==> config.mk <==
export PLATFORM = sky130hd
export DESIGN_NAME = univ_shift_reg
export DESIGN_NICKNAME = d
export VERILOG_FILES = /design/src/rtl/usr_pkg.sv /design/src/rtl/usr_frame_cnt.sv /design/src/rtl/univ_shift_reg.sv
export SDC_FILE = /design/constraint.sdc
export NUM_CORES = 1
export LEC_CHECK = 0
export ABC_AREA = 1
export CAP_MARGIN = 10
export CORE_MARGIN = 3
export CORE_UTILIZATION = 38
export CTS_CLUSTER_DIAMETER = 120
export DETAILED_ROUTE_END_ITERATION = 16
export PLACE_DENSITY_LB_ADDON = 0.2
export SYNTH_ARGS = -nofsm -noshare
export SYNTH_HDL_FRONTEND = slang
export SYNTH_SLANG_ARGS = --single-unit
==> constraint.sdc <==
create_clock -name clk -period 1.1 [get_ports clk]
set_input_delay 0.165 -clock clk [delete_from_list [all_inputs] [get_ports clk]]
set_output_delay 0.165 -clock clk [all_outputs]
set_load 0.05 [all_outputs]
==> src/rtl/usr_pkg.sv <==
// Shared types and helpers for the universal shift register.
package usr_pkg;

  // Operation select; all eight encodings are defined.
  typedef enum logic [2:0] {
    USR_HOLD = 3'b000,
    USR_SHL  = 3'b001,
    USR_SHR  = 3'b010,
    USR_ROL  = 3'b011,
    USR_ROR  = 3'b100,
    USR_LOAD = 3'b101,
    USR_ASR  = 3'b110,
    USR_CLR  = 3'b111
  } usr_mode_e;

  // True for operations that advance the frame counter.
  function automatic logic is_shift(input usr_mode_e m);
    case (m)
      USR_SHL, USR_SHR, USR_ROL, USR_ROR, USR_ASR: is_shift = 1'b1;
      default:                                     is_shift = 1'b0;
    endcase
  endfunction

endpackage

==> src/rtl/usr_frame_cnt.sv <==
// Mod-WIDTH shift counter with a registered one-cycle wrap pulse.
module usr_frame_cnt #(
  parameter int WIDTH = 8,
  localparam int CNT_W = $clog2(WIDTH)
) (
  input  logic             clk,
  input  logic             rst,
  input  logic             i_inc,
  input  logic             i_clr,
  output logic [CNT_W-1:0] o_cnt,
  output logic             o_wrap
);

  localparam logic [CNT_W-1:0] CNT_MAX = CNT_W'(WIDTH - 1);

  logic [CNT_W-1:0] r_cnt;
  logic             r_wrap;

  // Count shift operations; clear aborts the frame, wrap pulses once per frame.
  always_ff @(posedge clk or posedge rst) begin
    if (rst) begin
      r_cnt  <= '0;
      r_wrap <= 1'b0;
    end else begin
      r_wrap <= 1'b0;
      if (i_clr) begin
        r_cnt <= '0;
      end else if (i_inc) begin
        if (r_cnt == CNT_MAX) begin
          r_cnt  <= '0;
          r_wrap <= 1'b1;
        end else begin
          r_cnt <= r_cnt + 1'b1;
        end
      end
    end
  end

  assign o_cnt  = r_cnt;
  assign o_wrap = r_wrap;

endmodule

==> src/rtl/univ_shift_reg.sv <==
// Parametrised universal shift register with frame counter.
module univ_shift_reg
  import usr_pkg::*;
#(
  parameter int              WIDTH     = 8,
  parameter logic [WIDTH-1:0] RESET_VAL = '0,
  localparam int             CNT_W     = $clog2(WIDTH)
) (
  input  logic             clk,
  input  logic             rst,
  input  logic             en,
  input  logic [2:0]       mode,
  input  logic             sin_l,
  input  logic             sin_r,
  input  logic [WIDTH-1:0] pdin,
  output logic [WIDTH-1:0] q,
  output logic             sout_l,
  output logic             sout_r,
  output logic [CNT_W-1:0] shift_cnt,
  output logic             frame_done
);

  logic [WIDTH-1:0] r_q;
  logic [WIDTH-1:0] w_q_next;
  usr_mode_e        w_mode;
  logic             w_inc;
  logic             w_clr;

  assign w_mode = usr_mode_e'(mode);
  assign w_inc  = en & is_shift(w_mode);
  assign w_clr  = en & ((w_mode == USR_LOAD) | (w_mode == USR_CLR));

  // Mode mux: next register contents for the selected operation.
  always_comb begin
    w_q_next = r_q;
    case (w_mode)
      USR_HOLD: w_q_next = r_q;
      USR_SHL:  w_q_next = {r_q[WIDTH-2:0], sin_l};
      USR_SHR:  w_q_next = {sin_r, r_q[WIDTH-1:1]};
      USR_ROL:  w_q_next = {r_q[WIDTH-2:0], r_q[WIDTH-1]};
      USR_ROR:  w_q_next = {r_q[0], r_q[WIDTH-1:1]};
      USR_LOAD: w_q_next = pdin;
      USR_ASR:  w_q_next = {r_q[WIDTH-1], r_q[WIDTH-1:1]};
      USR_CLR:  w_q_next = '0;
      default:  w_q_next = r_q;
    endcase
  end

  // Data register: updates only when enabled.
  always_ff @(posedge clk or posedge rst) begin
    if (rst) begin
      r_q <= RESET_VAL;
    end else if (en) begin
      r_q <= w_q_next;
    end
  end

  usr_frame_cnt #(
    .WIDTH (WIDTH)
  ) u_frame_cnt (
    .clk    (clk),
    .rst    (rst),
    .i_inc  (w_inc),
    .i_clr  (w_clr),
    .o_cnt  (shift_cnt),
    .o_wrap (frame_done)
  );

  assign q      = r_q;
  assign sout_l = r_q[WIDTH-1];
  assign sout_r = r_q[0];

endmodule

==> results of run 1 <==
## how the worst min path moves through the flow
stage	startpoint	end	slack (ps)	cells past startpoint
after global routing	rst	q[1]	180	3
after detailed placement	rst	q[3]	480	3
after global placement	rst	u_frame_cnt.o_wrap	470	3
after CTS	rst	q[3]	170	3
after floorplan	rst	q[1]	30	1
final	rst	u_frame_cnt.o_wrap	180	3
## worst max-delay path, cell delays in order, from the launching register on
cell	delay, ps
dfrtp_2	440
buf_6	130
buf_12	130
## cells in the mapped netlist
cell and n:
a21oi_1 1, buf_4 2, buf_6 1, dfrtp_1 12, ha_1 2, inv_1 11
inv_2 2, nand2_1 29, nand2_2 1, nand2_4 1, nand3_1 8, nand4_1 1
nor2_1 28, nor2_2 1, nor2_4 1, o21ai_0 12
## power by group through the flow
stage | sequential [uW] | clock, uW | combinational (uW)
finish | 688 | 354 | 1320
global placement | 683 | 0 | 1220
detailed placement | 692 | 0 | 1250
global route | 704 | 389 | 1390
CTS | 688 | 364 | 1280
floorplan | 960 | 0 | 318
## logic make-up after synthesis
family | after synthesis | share of synthesized area (%)
simple gates | 70 | 38.8
fa+ha+maj | 2 | 3.29
flops | 12 | 39.5
compound gates | 13 | 8.55
buf+inv | 16 | 9.87
## metrics by stage
| stage | hold slack, ps | TNS [ps] |
|---|---|---|
| final | 176 | -87.4 |
| after global routing | 183 | -205 |
| after CTS | 175 | -104 |
| after detailed placement | 477 | -4930 |
| after global placement | 469 | -4190 |
| after floorplan | 29.4 | -140 |
## area by class of cell
class                   count  area (um^2)  area share (%)
repair buffers             41          527            38.2
inverters                  13         51.3            3.72
multi-input cells          85          427            30.9
well taps                  25         31.3            2.27
flip-flops and latches     12          308            22.3
clock buffers               4         36.3            2.63
## state kept, by name, summed over array words and instances, names as in the netlist
signal              cells
u_frame_cnt.o_cnt       3
u_frame_cnt.o_wrap      1
q                       8
## layer usage
layer  up-vias  part of all wire (%)
met2        31                    55
li1        435                     -
met1       415                    37
met5         -                     0
met3         4                   6.6
met4         0                  0.94
## repair_timing
action | CTS | global route
pin swaps | 1 | 1
setup endpoints to repair | 13 | 9
resized for setup | 7 | 8
buffers inserted | 1 | 1
cloned | 0 | 0
==> reports/metrics.yaml, run 1 <==
violations: "negative setup slack"
reg2reg_depth: 5
startpoint_type: "flip-flop"
fin_skew_ps: 1.51
cts_sinks: 12
peakVddDrop_v: 0.00130
drv_cap: 0
synth_warnings: 0
clockRootBuffer: "clkbuf_4"
status: "finished, violations left"
placedCellCount: 174
clock_latency_ps: 270
finalSetupViolCount: 2
cts_max_path_buffers: 2
power_density_mw_per_mm2: 1710
cts_tree: "built"
drt-initial-drc-count: 19
p_sw_uw: 956
cts-htree-levels: 1
drc: 0
r2r-end: "u_frame_cnt.o_cnt[0]"
grt_use_met3_pct: 6.23
dieArea_mm2: 0.00257
grt_usage_pct: 18.1
grtUsageMet2_pct: 32.8
fin_crit_sh_pct: 104
seq_power_share_pct: 29.1
cts_hold_buf: 0
final_cell_mix: "nor2_1, nand2_1, buf_12"
critical_path_class: "reg -> out"
synthDominantCellAreaShare_pct: 39.5
hold_class: "in -> async"
area_growth_pct: 81.4
finalNonFillerCells: 180
num-fill-cells: 134
grt_pass1_wl_mm: 3.53
synth_area_leaders: "dfrtp_1, nand2_1, nor2_1"
cp.required_ps: 940
synth_top_area_cell: "dfrtp_1"
routedWlPerCell_um: 11.9
dr.pass1.iters: 4
pre_cts_ws_ps: -491
syn_area_um2: 761
antenna_found_initial: 0
fin_area_mm2: 0.00138
grt_max_degree: 15
dp_hpwl_mm: 1.61
top_usage_layer: "met2"
max_clock_freq_mhz: 874
synth.avg_cell_area_um2: 6.73
rrSetupSlack_ps: 20
endpoint: "shift_cnt[1]"
port_buffers: 29
total_power_uw: 2360
mappedNetlistNets: 131
synth-seq-cells: 12
intPower_uw: 1410
gp_congestion: 0.902
pwr-share-comb_pct: 55.9
coreArea_mm2: 0.00180
hold_violations: 0
rows: 15
cts_buffers: 3
worstMarginPinSlew_ps: 278
num_io_pins: 30
die_h_um: 50.7
maxSlewViolCount: 0
final_nets: 174
yosysUniqueCellTypes: 16
vias: 885
diodes: 0
avgViaCountPerCell: 4.92
overflow: 0
slew_headroom_pct: 81.5
routed_wl_mm: 2.14
initial_core_util_pct: 42.2
grt_use_met1_pct: 19.4
end_kind: "output pin"
drive_above_1_share_pct: 31.0
rsz0062_at_grt: "true"
crit_path_start: "u_frame_cnt.o_cnt[1]"
power_leakage_uw: 0.000665
die_w_um: 50.7
syn_inst: 113
place_area_mm2: 0.00130
clockPowerShare_pct: 15.0
min_period_ps: 1140
ant_nets: 0
worstReg2RegStart: "u_frame_cnt.o_cnt[1]"
grt_pass1_vias: 821
yosysSeqAreaShare_pct: 39.5
critPathArrivalTime_ps: 980
fin_util_pct: 76.6
p_sw_share_pct: 40.5
fin_ws_ps: -44.3
cts.clk_slew.worst_paths_ps: 80
crit_fanout: 2
Note: power is estimated with default switching activity, not from simulation.
==> run 2: changes to the inputs <==
Settings changed: CORE_MARGIN 3 to not set.
==> run 2 against run 1 <==
Compared with the run above:
- global-route usage up 3.5 points
- power down 2.2%
- register-to-register slack about the same
- sequential power about the same
- fmax down 1.4%
- critical endpoint is now shift_cnt[0]
- final cell count down 1.1%
- the flow still finishes with violations (negative setup slack)
- utilization down 1.9 points
- flip-flop and latch count unchanged
- non-clock buffer count down 2
- final area down 2.5%
- wire length down 3.7%
- critical path depth unchanged
==> reports/metrics.yaml, run 2 (synthesis gave the netlist of run 1 again) <==
routedWlPerCell_um: 11.6  # was 11.9 um
power_density_mw_per_mm2: 1720  # was 1710 mW/mm^2
fin_ws_ps: -60.4  # was -44.3 ps
fin_crit_sh_pct: 105  # was 104%
antenna_found_initial: 0  # unchanged
drive_above_1_share_pct: 26.8  # was 31.0%
drc: 0  # unchanged
critPathArrivalTime_ps: 1000  # was 980 ps
maxSlewViolCount: 0  # unchanged
seq_power_share_pct: 29.8  # was 29.1%
grt_pass1_vias: 846  # was 821
vias: 842  # was 885
drv_cap: 0  # unchanged
hold_class: "in -> async"  # unchanged
cts_tree: "built"  # unchanged
crit_path_start: "u_frame_cnt.o_cnt[0]"  # was u_frame_cnt.o_cnt[1]
rsz0062_at_grt: "true"  # unchanged
rows: 15  # unchanged
end_kind: "output pin"  # unchanged
p_sw_uw: 948  # was 956 uW
drt-initial-drc-count: 20  # was 19
cts_hold_buf: 0  # unchanged
peakVddDrop_v: 0.00180  # was 0.00130 V
status: "finished, violations left"  # unchanged
finalSetupViolCount: 2  # unchanged
clockPowerShare_pct: 16.0  # was 15.0%
hold_violations: 0  # unchanged
layout_commonest_cell: "nand2_1"
startpoint_type: "flip-flop"  # unchanged
die_w_um: 46.7  # was 50.7 um
cp.required_ps: 940  # about the same
grt_pass1_wl_mm: 3.33  # was 3.53 mm
fin_hold_ws_ps: 167  # was 176 ps
final_cell_mix: "nand2_1, nor2_1, buf_12"  # was nor2_1, nand2_1, buf_12
routed_wl_mm: 2.06  # was 2.14 mm
gp_congestion: 0.823  # was 0.902
power_leakage_uw: 0.000656  # was 0.000665 uW
worstReg2RegStart: "u_frame_cnt.o_cnt[1]"  # unchanged
min_period_ps: 1160  # was 1140 ps
port_buffers: 29  # unchanged
pwr-share-comb_pct: 54.3  # was 55.9%
dr.pass1.iters: 4  # unchanged
dp_hpwl_mm: 1.64  # was 1.61 mm
fin_skew_ps: 0.182  # was 1.51 ps
violations: "negative setup slack"  # unchanged
clockRootBuffer: "clkbuf_4"  # unchanged
cts_max_path_buffers: 2  # unchanged
r2r-end: "u_frame_cnt.o_cnt[2]"  # was u_frame_cnt.o_cnt[0]
dieArea_mm2: 0.00218  # was 0.00257 mm^2
reg2reg_depth: 4  # was 5
avgViaCountPerCell: 4.73  # was 4.92
largest_reg_flops: 8  # unchanged
overflow: 0  # unchanged
cts_sinks: 12  # unchanged
seqCellArea_um2: 307  # was 308 um^2
diodes: 0  # unchanged
endpoint: "shift_cnt[0]"  # was shift_cnt[1]
rrSetupSlack_ps: 30  # was 20 ps
intPower_uw: 1360  # was 1410 uW
worstMarginPinSlew_ps: 237  # was 278 ps
cts_buffers: 3  # unchanged
fin_util_pct: 74.7  # was 76.6%
placedCellCount: 173  # was 174
crit_fanout: 3  # was 2
num-fill-cells: 147  # was 134
coreArea_mm2: 0.00180  # unchanged
p_sw_share_pct: 41.0  # was 40.5%
max_clock_freq_mhz: 862  # was 874 MHz
slew_headroom_pct: 84.2  # was 81.5%
die_h_um: 46.7  # was 50.7 um
total_power_uw: 2310  # was 2360 uW
clock_latency_ps: 280  # was 270 ps
critical_path_class: "reg -> out"  # unchanged
multi_input_area_um2: 410  # was 427 um^2
area_growth_pct: 76.8  # was 81.4%
final_nets: 172  # was 174
initial_core_util_pct: 42.2  # unchanged
cts-htree-levels: 1  # unchanged
num_io_pins: 30  # unchanged
grt_max_degree: 16  # was 15
grt_usage_pct: 21.6  # was 18.1%
finalNonFillerCells: 178  # was 180
ant_nets: 0  # unchanged
cts.clk_slew.worst_paths_ps: 80  # about the same
## run 2: cell types whose count changed in the layout (fill, tap and decap cells not counted)
cell | before | now
a21oi_1 | 0 | 1
a21oi_2 | 1 | 0
buf_4 | 10 | 8
clkdlybuf4s15_1 | 2 | 0
dfrtp_1 | 6 | 7
dfrtp_2 | 6 | 5
dlygate4sd2_1 | 1 | 3
nand2_1 | 27 | 29
nand2_2 | 3 | 1
nor2_1 | 27 | 28
nor2_4 | 2 | 1
o21ai_0 | 10 | 11
o21ai_1 | 2 | 1
## run 2: area by class of cell
cell class / count / share of cell area [%]
multi-input cells: 85 / 30.5
well taps: 25 / 2.33
inverters: 13 / 3.81
flip-flops and latches: 12 / 22.8
repair buffers: 39 / 37.9
clock buffers: 4 / 2.70
## run 2: critical path, stage by stage, from the launching register on
cell     delay, ps
dfrtp_2        440
buf_6          140
buf_12         140
## run 2: per-stage QoR
step / TNS, ps / cell area [um^2] / setup WS (ps)
3_3_place_gp: -3590 / 1290 / -361
5_1_grt: -175 / 1350 / -76.8
3_5_place_dp: -4340 / 1290 / -420
2_1_floorplan: -140 / 792 / -84.9
6_report: -116 / 1350 / -60.4
4_1_cts: -127 / 1350 / -68.0
## run 2: worst min path at each step
stage                      endpoint  cells past startpoint  start
3_5_place_dp                   q[2]                      3    rst
2_1_floorplan                  q[1]                      1    rst
3_3_place_gp                   q[2]                      3    rst
6_report                       q[3]                      3    rst
5_1_grt                        q[3]                      3    rst
4_1_cts        u_frame_cnt.o_cnt[1]                      3    rst
## run 2: metal layers
| layer | wire, um | up-vias | GRT usage, % |
|---|---|---|---|
| met5 | 0 | - | 0 |
| met4 | 48 | 0 | 12.6 |
| met3 | 73 | 6 | 2.31 |
| met2 | 1080 | 20 | 38.3 |
| met1 | 859 | 383 | 25.2 |
| li1 | - | 433 | - |
## run 2: repair_timing
action	CTS	global route
setup buffers	1	0
endpoints found under the setup margin	11	5
hold endpoints to repair	0	0
pin swaps	1	0
gates resized for setup	6	0
## run 2: power by group through the flow
stage	logic (uW)	clock network, uW	registers, uW
final	1250	369	687
after global routing	1330	383	699
after CTS	1260	377	688
after detailed placement	1250	0	693
after global placement	1220	0	683
after floorplan	318	0	960
